### config.mk
export PLATFORM = sky130hd
export DESIGN_NAME = nn_feature_sequencer
export DESIGN_NICKNAME = d
export VERILOG_FILES = /design/src/rtl/nn_pkg.sv /design/src/rtl/nn_feat_buffer.sv /design/src/rtl/nn_feature_sequencer.sv
export SDC_FILE = /design/constraint.sdc
export NUM_CORES = 1
export LEC_CHECK = 0
export BUFFER_PORTS_ARGS = -buffer_cell sky130_fd_sc_hd__buf_4
export CELL_PAD_IN_SITES_DETAIL_PLACEMENT = 0
export CELL_PAD_IN_SITES_GLOBAL_PLACEMENT = 1
export CORE_ASPECT_RATIO = 1.75
export CORE_MARGIN = 10
export CORE_UTILIZATION = 42
export CTS_BUF_LIST = sky130_fd_sc_hd__clkbuf_16
export DETAILED_ROUTE_END_ITERATION = 7
export PLACE_DENSITY = 0.76
export SKIP_CTS_REPAIR_TIMING = 1
export SLEW_MARGIN = 15
export SYNTH_ARGS = -nofsm -noshare
export SYNTH_HDL_FRONTEND = slang
export SYNTH_SLANG_ARGS = --single-unit
### constraint.sdc
create_clock -name clk -period 2.6 [get_ports clk]
set_clock_uncertainty 0.05 [all_clocks]
set_input_delay 0 -clock clk [delete_from_list [all_inputs] [get_ports clk]]
set_output_delay 0 -clock clk [all_outputs]
set_load 0.005 [all_outputs]
### src/rtl/nn_pkg.sv
// Shared types and constants for the skin-classifier feature sequencer.
package nn_pkg;

  localparam int unsigned SAMPLE_W = 17;
  localparam int unsigned N_FEAT   = 7;
  localparam int unsigned IDX_W    = 3;
  localparam int unsigned CNT_W    = 8;

  // 1.0 in s4i12f
  localparam logic signed [SAMPLE_W-1:0] NN_ONE = 17'sd4096;

  typedef logic signed [SAMPLE_W-1:0] sample_t;

  typedef enum logic [1:0] {
    COLLECT = 2'd0,
    COMPUTE = 2'd1,
    RESULT  = 2'd2
  } state_t;

endpackage

### src/rtl/nn_feat_buffer.sv
// Shadow register file for one feature vector with a parallel-load output stage.
module nn_feat_buffer
  import nn_pkg::*;
(
  input  logic        clk,
  input  logic        rst,
  input  logic        wr,
  input  logic        sop,
  input  logic [16:0] data,
  output logic        last_c,
  output logic        resync_c,
  output logic [16:0] x1,
  output logic [16:0] x2,
  output logic [16:0] x3,
  output logic [16:0] x4,
  output logic [16:0] x5,
  output logic [16:0] x6,
  output logic [16:0] x7
);

  logic [IDX_W-1:0] index;
  logic [IDX_W-1:0] slot_c;
  sample_t          shadow [N_FEAT];

  // A start-of-vector sample always lands in slot 0
  assign slot_c   = sop ? '0 : index;
  assign last_c   = wr && !sop && (index == IDX_W'(N_FEAT - 1));
  assign resync_c = wr && sop && (index != '0);

  // Shadow write, index advance and simultaneous load of all seven outputs
  always_ff @(posedge clk) begin
    if (rst) begin
      index <= '0;
      for (int i = 0; i < int'(N_FEAT); i++) shadow[i] <= '0;
      x1 <= '0;
      x2 <= '0;
      x3 <= '0;
      x4 <= '0;
      x5 <= '0;
      x6 <= '0;
      x7 <= '0;
    end else if (wr) begin
      shadow[slot_c] <= sample_t'(data);
      index          <= last_c ? '0 : IDX_W'(slot_c + 1'b1);
      if (last_c) begin
        // Slot 6 is being written this edge, so x7 takes the incoming sample
        x1 <= shadow[0];
        x2 <= shadow[1];
        x3 <= shadow[2];
        x4 <= shadow[3];
        x5 <= shadow[4];
        x6 <= shadow[5];
        x7 <= data;
      end
    end
  end

endmodule

### src/rtl/nn_feature_sequencer.sv
// Serial-to-parallel feature sequencer, network ce window and result capture.
module nn_feature_sequencer
  import nn_pkg::*;
#(
  parameter int unsigned        NN_LATENCY = 4,
  parameter logic signed [16:0] THRESH     = 17'sd2048
) (
  input  logic        clk,
  input  logic        rst,
  input  logic [16:0] s_data,
  input  logic        s_sop,
  input  logic        s_valid,
  output logic        s_ready,
  output logic [16:0] x1,
  output logic [16:0] x2,
  output logic [16:0] x3,
  output logic [16:0] x4,
  output logic [16:0] x5,
  output logic [16:0] x6,
  output logic [16:0] x7,
  output logic        nn_ce,
  input  logic [16:0] nn_y,
  output logic [16:0] m_y,
  output logic        m_class,
  output logic        m_valid,
  input  logic        m_ready,
  output logic [7:0]  resync_cnt
);

  state_t           state;
  state_t           state_nx;
  logic [CNT_W-1:0] lat_cnt;
  logic [CNT_W-1:0] lat_cnt_nx;
  logic             s_ready_nx;
  logic             nn_ce_nx;
  logic             m_valid_nx;
  logic             capture_nx;
  logic             hs_c;
  logic             last_c;
  logic             resync_c;

  assign hs_c = s_valid && s_ready;

  nn_feat_buffer u_buf (
    .clk      (clk),
    .rst      (rst),
    .wr       (hs_c),
    .sop      (s_sop),
    .data     (s_data),
    .last_c   (last_c),
    .resync_c (resync_c),
    .x1       (x1),
    .x2       (x2),
    .x3       (x3),
    .x4       (x4),
    .x5       (x5),
    .x6       (x6),
    .x7       (x7)
  );

  // State register
  always_ff @(posedge clk) begin
    if (rst) state <= COLLECT;
    else     state <= state_nx;
  end

  // Next state and next values of the registered handshake/ce decodes
  always_comb begin
    state_nx   = state;
    lat_cnt_nx = '0;
    capture_nx = 1'b0;
    case (state)
      COLLECT: if (last_c) state_nx = COMPUTE;
      COMPUTE: begin
        if (lat_cnt == CNT_W'(NN_LATENCY - 1)) begin
          state_nx   = RESULT;
          capture_nx = 1'b1;
        end else begin
          lat_cnt_nx = CNT_W'(lat_cnt + 1'b1);
        end
      end
      RESULT:  if (m_valid && m_ready) state_nx = COLLECT;
      default: state_nx = COLLECT;
    endcase
    s_ready_nx = (state_nx == COLLECT);
    nn_ce_nx   = (state_nx == COMPUTE);
    m_valid_nx = (state_nx == RESULT);
  end

  // Registered handshake outputs, latency counter and result capture
  always_ff @(posedge clk) begin
    if (rst) begin
      s_ready <= 1'b1;
      nn_ce   <= 1'b0;
      m_valid <= 1'b0;
      lat_cnt <= '0;
      m_y     <= '0;
      m_class <= 1'b0;
    end else begin
      s_ready <= s_ready_nx;
      nn_ce   <= nn_ce_nx;
      m_valid <= m_valid_nx;
      lat_cnt <= lat_cnt_nx;
      if (capture_nx) begin
        m_y     <= nn_y;
        m_class <= ($signed(nn_y) >= $signed(THRESH));
      end
    end
  end

  // Saturating count of vectors abandoned by a mid-vector start marker
  always_ff @(posedge clk) begin
    if (rst)                                resync_cnt <= '0;
    else if (resync_c && resync_cnt != '1) resync_cnt <= CNT_W'(resync_cnt + 1'b1);
  end

endmodule

Word level (Yosys, flattened, before mapping) --
Memories as Yosys holds them, arrays and structs flattened. A register that Yosys moved wholly into a read port is not among the register bits. Index checks and enable logic that the tools add are counted.
Cells by class: add/subtract/negate cells 3, $lt $le $gt $ge 1, equality and inequality tests 7, multiplexer cells 16, bitwise gates (word level) 1, reductions and logical operators 14
Operators with widths (count):
- $ge 17x13->1 const B | 1
- $mux 17 | 1
- $reduce_or 17->1 | 1
- $add 8x1->8 const B | 2
- $mux 3 | 3
- $eq 8x2->1 const B | 1
- $mux 1 | 8
- $ne 8x8->1 const B | 1
- $logic_and 1x1->1 | 7
- $mux 2 | 3
- $pmux 2 s3 | 1
- $eq 2x1->1 const B | 2
- $eq 2x2->1 const B | 2
- $logic_not 2->1 | 2
- $add 3x1->3 const B | 1
- $eq 3x3->1 const B | 1
- $reduce_bool 3->1 | 1
- $reduce_or 3->1 | 1
- $reduce_and 2->1 | 1
- $logic_not 1->1 | 1
- $not 1->1 | 1
Word-level totals: register bits after elaboration 59, bits in writable memories 119, input bits 39, output and inout bits 148, word-level logic and storage cells 53, memories 1
Memories:
- u_buf.shadow | depth 7, bits a word 17, read ports 6, clocked after memory_dff 6, wr ports 7, RTL line nn_feat_buffer.sv:23 | sample_t shadow [N_FEAT];

Depth between registers and ports, before layout --
Gate-level depths: netlist of run 1.
depth in word-level cells 6, depth in mapped cells 8, depth with buffers taken out 5

Hierarchy --
From an unflattened synthesis of run 1, not the netlist that was laid out.
Unflattened totals: cell total of the unflattened synthesis 976, area total of the unflattened synthesis 10951.8 um2
By module, submodules not included:
- nn_feat_buffer | instances 1, cells each 784, area each 9168.8 um2, seq. area each 5505.3 um2
- nn_feature_sequencer | instances 1, cells each 192, area each 1783.0 um2, seq. area each 780.7 um2

Least setup slack after synthesis of run 1 --
OpenSTA, ideal clock, no wires.
path type flip-flop to flip-flop, start point register s_ready, end point memory u_buf.shadow[1][0] in the netlist's numbering, enable pin, setup time 0.376 ns, arrival 1.447 ns, data required time 2.174 ns, slack 0.727 ns, stages on the path, launching flop included 5, path buffers 0, period minus slack after synthesis 1.873 ns, cell sequence dfxtp_1 -> nand2_1 -> nor3_1 -> nand3_1 -> nand2b_1
RTL lines:
- from (decl) | RTL line nn_feature_sequencer.sv:13 | output logic s_ready,
- from (signal assigned) | RTL line nn_feature_sequencer.sv:100 | s_ready <= s_ready_nx;
- to (decl) | RTL line nn_feat_buffer.sv:23

Final worst setup path of run 1 --
start point register u_buf.index[0], end point register u_buf.index[0]
On the way: cells in the longest elaborated chain, start to end 3, elaborated cells on any way between the ends 5, classes of those cells 1 x add/sub; 1 x eq/ne; 2 x mux; 1 x reduce/logical
RTL lines:
- from (decl) | RTL line nn_feat_buffer.sv:21 | logic [IDX_W-1:0] index;
- from (signal assigned) | RTL line nn_feat_buffer.sv:44 | index <= last_c ? '0 : IDX_W'(slot_c + 1'b1);
- $mux 3 / $eq 3x3->1 (equally long branches) | RTL line nn_feat_buffer.sv:26, nn_feat_buffer.sv:27
- $add 3x1->3 / $logic_and 1x1->1 (equally long branches) | RTL line nn_feat_buffer.sv:44, nn_feat_buffer.sv:27
- $mux 3 * | RTL line nn_feat_buffer.sv:44
Mark *: on every way between the ends. The rest lies on a longest branch, timed or not. A chain may end at the register's enable or synchronous reset.

==> flow_summary.ini, run 1 <==
[layout]
largest_reg_flops = 102
nets = 1219
max_flop_register = u_buf.shadow
drive_above_1_share = 0.208
instances_no_fill = 1491
stdcell_area_sq_um = 12300
area_growth_pct = 30.1
antenna_cells = 0

[outcome]
outcome = finished clean

[floorplan]
fp-row-count = 72
boundaryPins = 187
chipHeight_um = 218
start_util = 0.426
die_width_um = 133
core_sq_um = 22200
die-area_sq_um = 29100

[timing]
maxSlewViolCount = 0
setup_viol = 0
period_share = 0.792
finalCriticalPeriod_ns = 2.06
fmax_mhz = 486
tns_ns = 0
hold_violations = 0
rsz0062_at_grt = false
relSlewSlack = 0.493
tightest_slew_ns = 0.760

[drt]
wl_met2_um = 13400
wl_met3_um = 1730
drc = 0
post_drt_wl_per_cell_um = 17.4
via_per_inst = 4.84
wl_um = 26000
met1_length_um = 9950
highest_layer = met4
vias = 7219
ant_nets = 0
initialDrtViolationCount = 443
dr.pass1.iters = 5

[synth]
synth_top_family_by_area = simple AND/OR/NAND/NOR gates
yosysMostFrequentCell = nand2_1
syn_area_sq_um = 9450
synth_adder_area_share = 0.00397
syn_area_per_cell_sq_um = 9.78
syn_nets = 1008
synth_top_area_frac = 0.341
synth_compound_area_frac = 0.0894
synth_common_cells = 299 x nand2_1, 161 x dfxtp_1, 144 x a21oi_1, 102 x edfxtp_1, 87 x nor2_1
synth_area_leaders = dfxtp_1 34%, edfxtp_1 32%, nand2_1 12%, a21oi_1 7.6%, nor2_1 3.5%
synthSimpleGateAreaFrac = 0.197
synth_edf_count = 102
synthXorXnorAreaFrac = 0.00742
yosysSeqAreaShare = 0.665
synth.distinct_cells = 46
async_flop_share = 0
ys.flop_type = dfxtp_1
synth_seq_cells = 263
synth_mux_area_frac = 0.00225
ys_warn_count = 0
synth_area_leader_cell = dfxtp_1
synthCells = 966

[place]
port_buffers = 186
dp_hpwl_um = 17700
dp.cells = 1408
place_area_sq_um = 11200
place.gp.congestion = 0.752

[setup_path]
path_class = register to register
cp.required_ns = 2.95
cpPeakStageDelay_ns = 0.55
r2r_start = u_buf.index[0]$_SDFFE_PP0N_
cp_max_fo = 21
end_kind = register
path_cells = nor3b_2 > nand3_4 > a22oi_1 > nor2_1 > dlygate4sd3_1
cp-startpoint = u_buf.index[0]$_SDFFE_PP0N_
crit_arrival_ns = 2.41
crit_path_start_kind = register
crit_slowest_cell = dlygate4sd3_1

[global_route]
antenna_found_initial = 0
grt_util_all_layers = 0.169
grt_pass1_wl_um = 39400
grt_pass1_vias = 6986
overflow = 0
grt_max_degree = 101

[power_and_ir_drop]
power_frac_seq = 0.548
pwr-share-clk = 0.417
internal_power_uw = 6260
switching_share = 0.216
total_power_uw = 7980
vdd_drop_max_mv = 0.439
power_frac_comb = 0.035
power_density_nw_per_um2 = 649
switchingPower_uw = 1720
p_leak_uw = 0.00480

[clock_network]
cts_tree = yes
clock_path_buffers = 3
h-tree-depth = 1
cts_buffers = 24
root_buffer = clkbuf_16
clkLatencyLatePin_ns = 0.51
cts_sinks = 263
clk_pin_slew_ns = 0.07

[flow_run]
max-cap-violations = 0

[worst_hold_path]
worstHoldPathType = primary input to register
hold_start = nn_y[6]
metrics by stage:
| stage | setup WS (ns) | hold WS, ns | utilization |
|---|---|---|---|
| after floorplan | 0.727 | 0.0860 | - |
| after global placement | 0.653 | 0.205 | 0.504 |
| after detailed placement | 0.602 | 0.213 | 0.504 |
| after CTS | 0.567 | -0.332 | 0.537 |
| after global routing | 0.435 | 0.251 | 0.555 |
| final | 0.540 | 0.239 | 0.555 |
layout by cell type, fill, tap and decap left out, types with 4 or more instances in the layout:
master,n
nand2_1,299
buf_4,203
dfxtp_1,161
a21oi_1,144
edfxtp_1,102
nor2_1,87
dlygate4sd3_1,39
clkbuf_16,26
inv_1,23
and2_1,19
nand3_1,9
xor2_1,6
clkinv_1,5
nor2b_1,4
nand2b_1,4
and3_1,4
or3_1,4
o21ai_0,4
clkinv_2,4
critical path: cells and delay by family (launching register included):
kind | cells | cell delay [ns]
buf+inv | 1 | 0.55
flops | 1 | 0.41
simple gates | 3 | 0.70
compound gates | 1 | 0.23
per-layer routing:
| metal | GRT usage | up-vias |
|---|---|---|
| met4 | 0.0717 | 0 |
| met2 | 0.297 | 198 |
| li1 | - | 3603 |
| met5 | 0 | - |
| met1 | 0.188 | 3370 |
| met3 | 0.0459 | 48 |
cell type report:
type                            count  area, sq um
Clock inverter                     18         87.6
Multi-Input combinational cell    624         2850
Inverter                           19         71.3
Clock buffer                       26          651
Sequential cell                   263         6290
Tap cell                          296          370
Timing Repair Buffer              245         1970
Fill cell                        2087         9870
logic make-up (layout without fill, tap and decap cells):
family                   count (synthesis)  count (layout)
buffers and inverters                   79             308
flip-flops                             263             263
AO/OA/AOI/OAI                          161             161
adder cells (fa/ha/maj)                  3               3
XOR/XNOR                                 8               8
AND/OR/NAND/NOR                        450             450
multiplexers                             2               2
path summary, 6_finish.rpt:
path	slack [ns]	cells past startpoint	end
worst min-delay path	0.24	4	m_y[6]$_SDFFE_PP0P_
worst max register to register	0.54	5	u_buf.index[0]$_SDFFE_PP0N_
worst min register to register	0.40	2	x4[8]$_SDFFE_PP0P_
worst max-delay path	0.54	5	u_buf.index[0]$_SDFFE_PP0N_
power by group through the flow:
| stage | combinational (uW) | sequential, uW | clock (uW) |
|---|---|---|---|
| final | 281 | 4370 | 3330 |
| after detailed placement | 233 | 4460 | 0 |
| after CTS | 234 | 4370 | 3400 |
| after global placement | 234 | 4460 | 0 |
| after global routing | 303 | 4380 | 3580 |
| after floorplan | 113 | 4450 | 0 |
No activity file was read; power rests on OpenSTA's default activity.
==> run 2, diff against run 1 <==
==> constraint.sdc (replaced) <==
create_clock -name clk -period 2 [get_ports clk]
set_clock_uncertainty 0.05 [all_clocks]
set_input_delay 0 -clock clk [delete_from_list [all_inputs] [get_ports clk]]
set_output_delay 0 -clock clk [all_outputs]
set_load 0.005 [all_outputs]
==> run 2 against run 1 <==
Effect of this change:
- non-clock buffer count grew 2
- die area is the same
- register-to-register slack lost 0.45 ns
==> flow_summary.ini, run 2 (same netlist as run 1, synthesis figures left out) <==
[timing]
tns_ns = 0
hold_violations = 0
fmax_mhz = 525
rsz0062_at_grt = false
tightest_slew_ns = 0.615
maxSlewViolCount = 0
period_share = 0.953
finalCriticalPeriod_ns = 1.91
relSlewSlack = 0.590
setup_viol = 0

[floorplan]
start_util = 0.426
die_width_um = 133
fp-row-count = 72
core_sq_um = 22200
boundaryPins = 187
chipHeight_um = 218
die-area_sq_um = 29100

[setup_path]
r2r_start = lat_cnt[0]$_SDFF_PP0_
reg2regPathDepth = 5
cp_max_fo = 8
rrSetupSlack_ns = 0.09
r2r-end = lat_cnt[5]$_SDFF_PP0_
crit_arrival_ns = 2.30
crit_path_start_kind = register
path_class = register to register
end_kind = register
cp.required_ns = 2.39

[drt]
post_drt_wl_per_cell_um = 17.3
ant_nets = 0
vias = 7211
initialDrtViolationCount = 471
via_per_inst = 4.83
dr.pass1.iters = 4
wl_um = 25800
drc = 0

[layout]
max_flop_register = u_buf.shadow
largest_reg_flops = 102
nets = 1221
area_growth_pct = 31.8
layout_common_cells = 299 x nand2_1, 203 x buf_4, 161 x dfxtp_1
fillerInstances = 2067
final_common_cell = nand2_1
drive_above_1_share = 0.209

[clock_network]
cts_buffers = 24
h-tree-depth = 1
cts_sinks = 263
clock_path_buffers = 3
clkLatencyLatePin_ns = 0.51
root_buffer = clkbuf_16
clk_pin_slew_ns = 0.06
cts_tree = yes

[global_route]
grt_max_degree = 95
grt_pass1_wl_um = 39400
grt_pass1_vias = 6980
grt_util_all_layers = 0.169
overflow = 0
antenna_found_initial = 1

[place]
port_buffers = 186
dp_hpwl_um = 17500
place.gp.congestion = 0.779

[power_and_ir_drop]
p_leak_uw = 0.00487
vdd_drop_max_mv = 0.556
pwr-share-clk = 0.445
total_power_uw = 10900
power_density_nw_per_um2 = 877
internal_power_uw = 8710
switchingPower_uw = 2210
power_frac_comb = 0.034
power_frac_seq = 0.521
switching_share = 0.202

[worst_hold_path]
hold_start = nn_y[10]
worstHoldPathType = primary input to register
hold_depth = 4
hold-path-endpoint = m_y[10]$_SDFFE_PP0P_

[outcome]
outcome = finished clean

[flow_run]
max-cap-violations = 0
==> run 2: how the worst max path moves through the flow <==
| stage | from | to | slack [ns] |
|---|---|---|---|
| 6_report | lat_cnt[0]$_SDFF_PP0_ | lat_cnt[5]$_SDFF_PP0_ | 0.09 |
| 3_5_place_dp | lat_cnt[0]$_SDFF_PP0_ | lat_cnt[5]$_SDFF_PP0_ | 0.11 |
| 2_1_floorplan | s_ready$_SDFF_PP1_ | u_buf.shadow[1][0]$_SDFFCE_PN0P_ | 0.13 |
| 5_1_grt | lat_cnt[0]$_SDFF_PP0_ | lat_cnt[2]$_SDFF_PP0_ | 0.001 |
| 4_1_cts | lat_cnt[0]$_SDFF_PP0_ | lat_cnt[5]$_SDFF_PP0_ | 0.09 |
| 3_3_place_gp | lat_cnt[0]$_SDFF_PP0_ | lat_cnt[5]$_SDFF_PP0_ | 0.16 |
==> run 2: routing by layer <==
| layer | vias to the layer above | part of all wire | global-route usage |
|---|---|---|---|
| met2 | 194 | 0.54 | 0.306 |
| met5 | - | 0 | 0 |
| met3 | 40 | 0.073 | 0.0528 |
| li1 | 3613 | - | - |
| met1 | 3364 | 0.37 | 0.184 |
| met4 | 0 | 0.025 | 0.0532 |
==> run 2: per-stage QoR <==
step	utilization	setup slack [ns]	cells	hold slack [ns]	area (sq um)
5_1_grt	0.562	0.00107	1494	0.252	12400
2_1_floorplan	-	0.127	966	0.0860	9450
4_1_cts	0.544	0.0863	1455	-0.335	12100
3_3_place_gp	0.507	0.156	1411	0.205	11200
6_report	0.562	0.0938	1494	0.252	12400
3_5_place_dp	0.507	0.108	1411	0.211	11200
==> run 2: layout make-up <==
cell class              count  area, sq um  share of cell area
inverters                  19         71.3             0.00573
repair buffers            247         2020               0.163
clock inverters            19          214              0.0172
flip-flops and latches    263         6290               0.505
diodes                      1         2.50            0.000201
multi-input cells         624         2850               0.229
clock buffers              25          626              0.0503
well taps                 296          370              0.0298
==> run 2: power by group through the flow <==
stage          sequential [uW]  clock [uW]  combinational (uW)
6_report                  5680        4860                 374
5_1_grt                   5690        5190                 405
2_1_floorplan             5790           0                 146
3_5_place_dp              5800           0                 316
4_1_cts                   5680        4970                 316
3_3_place_gp              5800           0                 315
==> run 2: worst max-delay path, stage by stage, from the launching register on <==
cell,delay (ns)
dfxtp_1,0.33
ha_1,0.23
nor3b_1,0.17
and2b_1,0.17
or4b_2,0.73
nor2_1,0.16
==> run 3, diff against run 2 <==
--- a/config.mk
+++ b/config.mk
@@ -10,7 +10,7 @@
 export CELL_PAD_IN_SITES_GLOBAL_PLACEMENT = 1
 export CORE_ASPECT_RATIO = 1.75
 export CORE_MARGIN = 10
-export CORE_UTILIZATION = 42
+export CORE_UTILIZATION = 44
 export CTS_BUF_LIST = sky130_fd_sc_hd__clkbuf_16
 export DETAILED_ROUTE_END_ITERATION = 7
 export PLACE_DENSITY = 0.76
@@ -18,4 +18,5 @@
 export SLEW_MARGIN = 15
 export SYNTH_ARGS = -nofsm -noshare
 export SYNTH_HDL_FRONTEND = slang
+export SYNTH_HIERARCHICAL = 1
 export SYNTH_SLANG_ARGS = --single-unit
==> run 3 against run 2 <==
Effect of this change:
- the run now ends with hold timing left
- sequential cell count did not move
- area after synthesis rose by 16%
- synthesized cell count rose by 1.0%
- critical endpoint is now m_y[10]$_SDFFE_PP0P_
- largest power group unchanged
==> flow_summary.ini, run 3 <==
[floorplan]
fp-row-count = 76
boundaryPins = 187
die-area_sq_um = 31800
die_width_um = 139
core_sq_um = 24600
start_util = 0.445
chipHeight_um = 229

[synth]
synth_seq_cells = 263
async_flop_share = 0
yosysSeqAreaShare = 0.574
ys.flop_type = dfxtp_1
synth_common_cells = 245 x nand2b_1, 161 x dfxtp_1, 121 x mux2i_1, 102 x edfxtp_1, 83 x nor2_1
syn_area_sq_um = 11000
syn_nets = 1018
synthCells = 976
synth_top_area_frac = 0.294
ys_warn_count = 6
synth_area_leaders = dfxtp_1 29%, edfxtp_1 28%, nand2b_1 14%, mux2i_1 11%, nor2_1 2.8%
yosysMostFrequentCell = nand2b_1
synth.distinct_cells = 48
syn_area_per_cell_sq_um = 11.2
synth_edf_count = 102
synth_area_leader_cell = dfxtp_1

[outcome]
violations = hold timing
outcome = complete, but fails checks

[timing]
period_share = 0.936
setup_viol = 0
fmax_mhz = 534
finalCriticalPeriod_ns = 1.87
rsz0062_at_grt = false
tightest_slew_ns = 0.596
relSlewSlack = 0.602
hold_violations = 1
hold_ws_ns = -0.0119
tns_ns = 0
maxSlewViolCount = 0

[drt]
vias = 7503
initialDrtViolationCount = 557
wl_um = 28000
via_per_inst = 4.93
ant_nets = 0
drc = 0
post_drt_wl_per_cell_um = 18.4
dr.pass1.iters = 4

[setup_path]
path_cells = ha_1 > or4b_4 > buf_4 > o31ai_1 > a21oi_1
crit_arrival_ns = 2.18
crit_slowest_cell = or4b_4
cp.required_ns = 2.31
endpoint = m_y[10]$_SDFFE_PP0P_
cp_max_fo = 18
end_kind = register
r2r-end = m_y[10]$_SDFFE_PP0P_
cp-startpoint = lat_cnt[0]$_SDFF_PP0_
path_class = register to register
path_buf_inv = 1
rrSetupSlack_ns = 0.13
r2r_start = lat_cnt[0]$_SDFF_PP0_
reg2regPathDepth = 5
cpPeakStageDelay_ns = 0.49
cp_top_family = simple AND/OR/NAND/NOR gates
crit_path_start_kind = register
path_depth = 5

[place]
dp.cells = 1440
dp_hpwl_um = 19200
place.gp.congestion = 0.770
port_buffers = 186

[global_route]
overflow = 0
grt_pass1_wl_um = 42800
antenna_found_initial = 0
grt_max_degree = 138
grt_util_all_layers = 0.165
grt_pass1_vias = 7541

[clock_network]
clkLatencyLatePin_ns = 0.51
h-tree-depth = 1
cts_sinks = 263
root_buffer = clkbuf_16
cts_tree = yes
clk_pin_slew_ns = 0.07
cts_buffers = 25
clock_path_buffers = 3

[layout]
antenna_cells = 0
max_flop_register = u_buf/shadow
instances_no_fill = 1521
area_growth_pct = 25.8
layout_common_cells = 245 x nand2b_1, 212 x buf_4, 161 x dfxtp_1
nets = 1234
final_common_cell = nand2b_1
largest_reg_flops = 102
drive_above_1_share = 0.222

[power_and_ir_drop]
p_leak_uw = 0.00520
power_density_nw_per_um2 = 759
vdd_drop_max_mv = 0.647

[flow_run]
max-cap-violations = 0

[worst_hold_path]
worstHoldPathType = primary input to register
## run 3: cell type report
type / count / area (sq um)
Clock buffer: 25 / 626
Clock inverter: 19 / 98.8
Fill cell: 2190 / 10800
Inverter: 22 / 82.6
Multi-Input combinational cell: 624 / 4210
Sequential cell: 263 / 6290
Tap cell: 312 / 390
Timing Repair Buffer: 256 / 2090
## run 3: routing by layer
metal	up-vias	routed length [um]	global-route usage	share of wire
li1	3733	-	-	-
met1	3563	10700	0.183	0.38
met2	178	15100	0.303	0.54
met3	29	1770	0.0451	0.063
met4	0	430	0.0353	0.015
met5	-	0	0	0
## run 3: worst min path at each step
stage                                   endpoint  startpoint  slack [ns]  depth (start not counted)
3_3_place_gp                 m_y[2]$_SDFFE_PP0P_     nn_y[2]        0.22                          3
3_5_place_dp                 m_y[9]$_SDFFE_PP0P_     nn_y[9]        0.23                          3
2_1_floorplan                m_y[0]$_SDFFE_PP0P_     nn_y[0]        0.10                          2
4_1_cts                      m_y[4]$_SDFFE_PP0P_     nn_y[4]       -0.32                          3
5_1_grt        u_buf/shadow[3][15]$_SDFFCE_PN0P_         rst       0.006                          4
6_report       u_buf/shadow[3][15]$_SDFFCE_PN0P_         rst       -0.01                          4
## run 3: tightest hold or removal path, stage by stage
cell and delay [ns]:
buf_6 0.11, nor4b_2 0.06, nand3_1 0.11, nand2b_1 0.09
## run 3: power by group
group	leakage (uW)	switching [uW]	internal [uW]	total, uW
clock network	0.000384	1980	2280	4260
logic	0.00246	274	238	512
registers	0.00236	33.1	5650	5690
total	0.00520	2290	8170	10500
## run 3: cell families after synthesis
family,count (synthesis),synth area share
compound gates,65,0.0400
simple gates,428,0.223
flops,263,0.574
buf+inv,89,0.0430
xor+xnor,4,0.00320
fa+ha+maj,3,0.00343
mux,124,0.114
## run 3: through the flow
stage / total power, uW / area, sq um / setup WS, ns / util
2_1_floorplan: 6050 / 11000 / 0.0174 / -
5_1_grt: 10800 / 13800 / 0.0318 / 0.560
3_5_place_dp: 6260 / 12700 / 0.0948 / 0.515
6_report: 10500 / 13800 / 0.127 / 0.560
3_3_place_gp: 6260 / 12700 / 0.128 / 0.515
4_1_cts: 10500 / 13400 / 0.0739 / 0.544
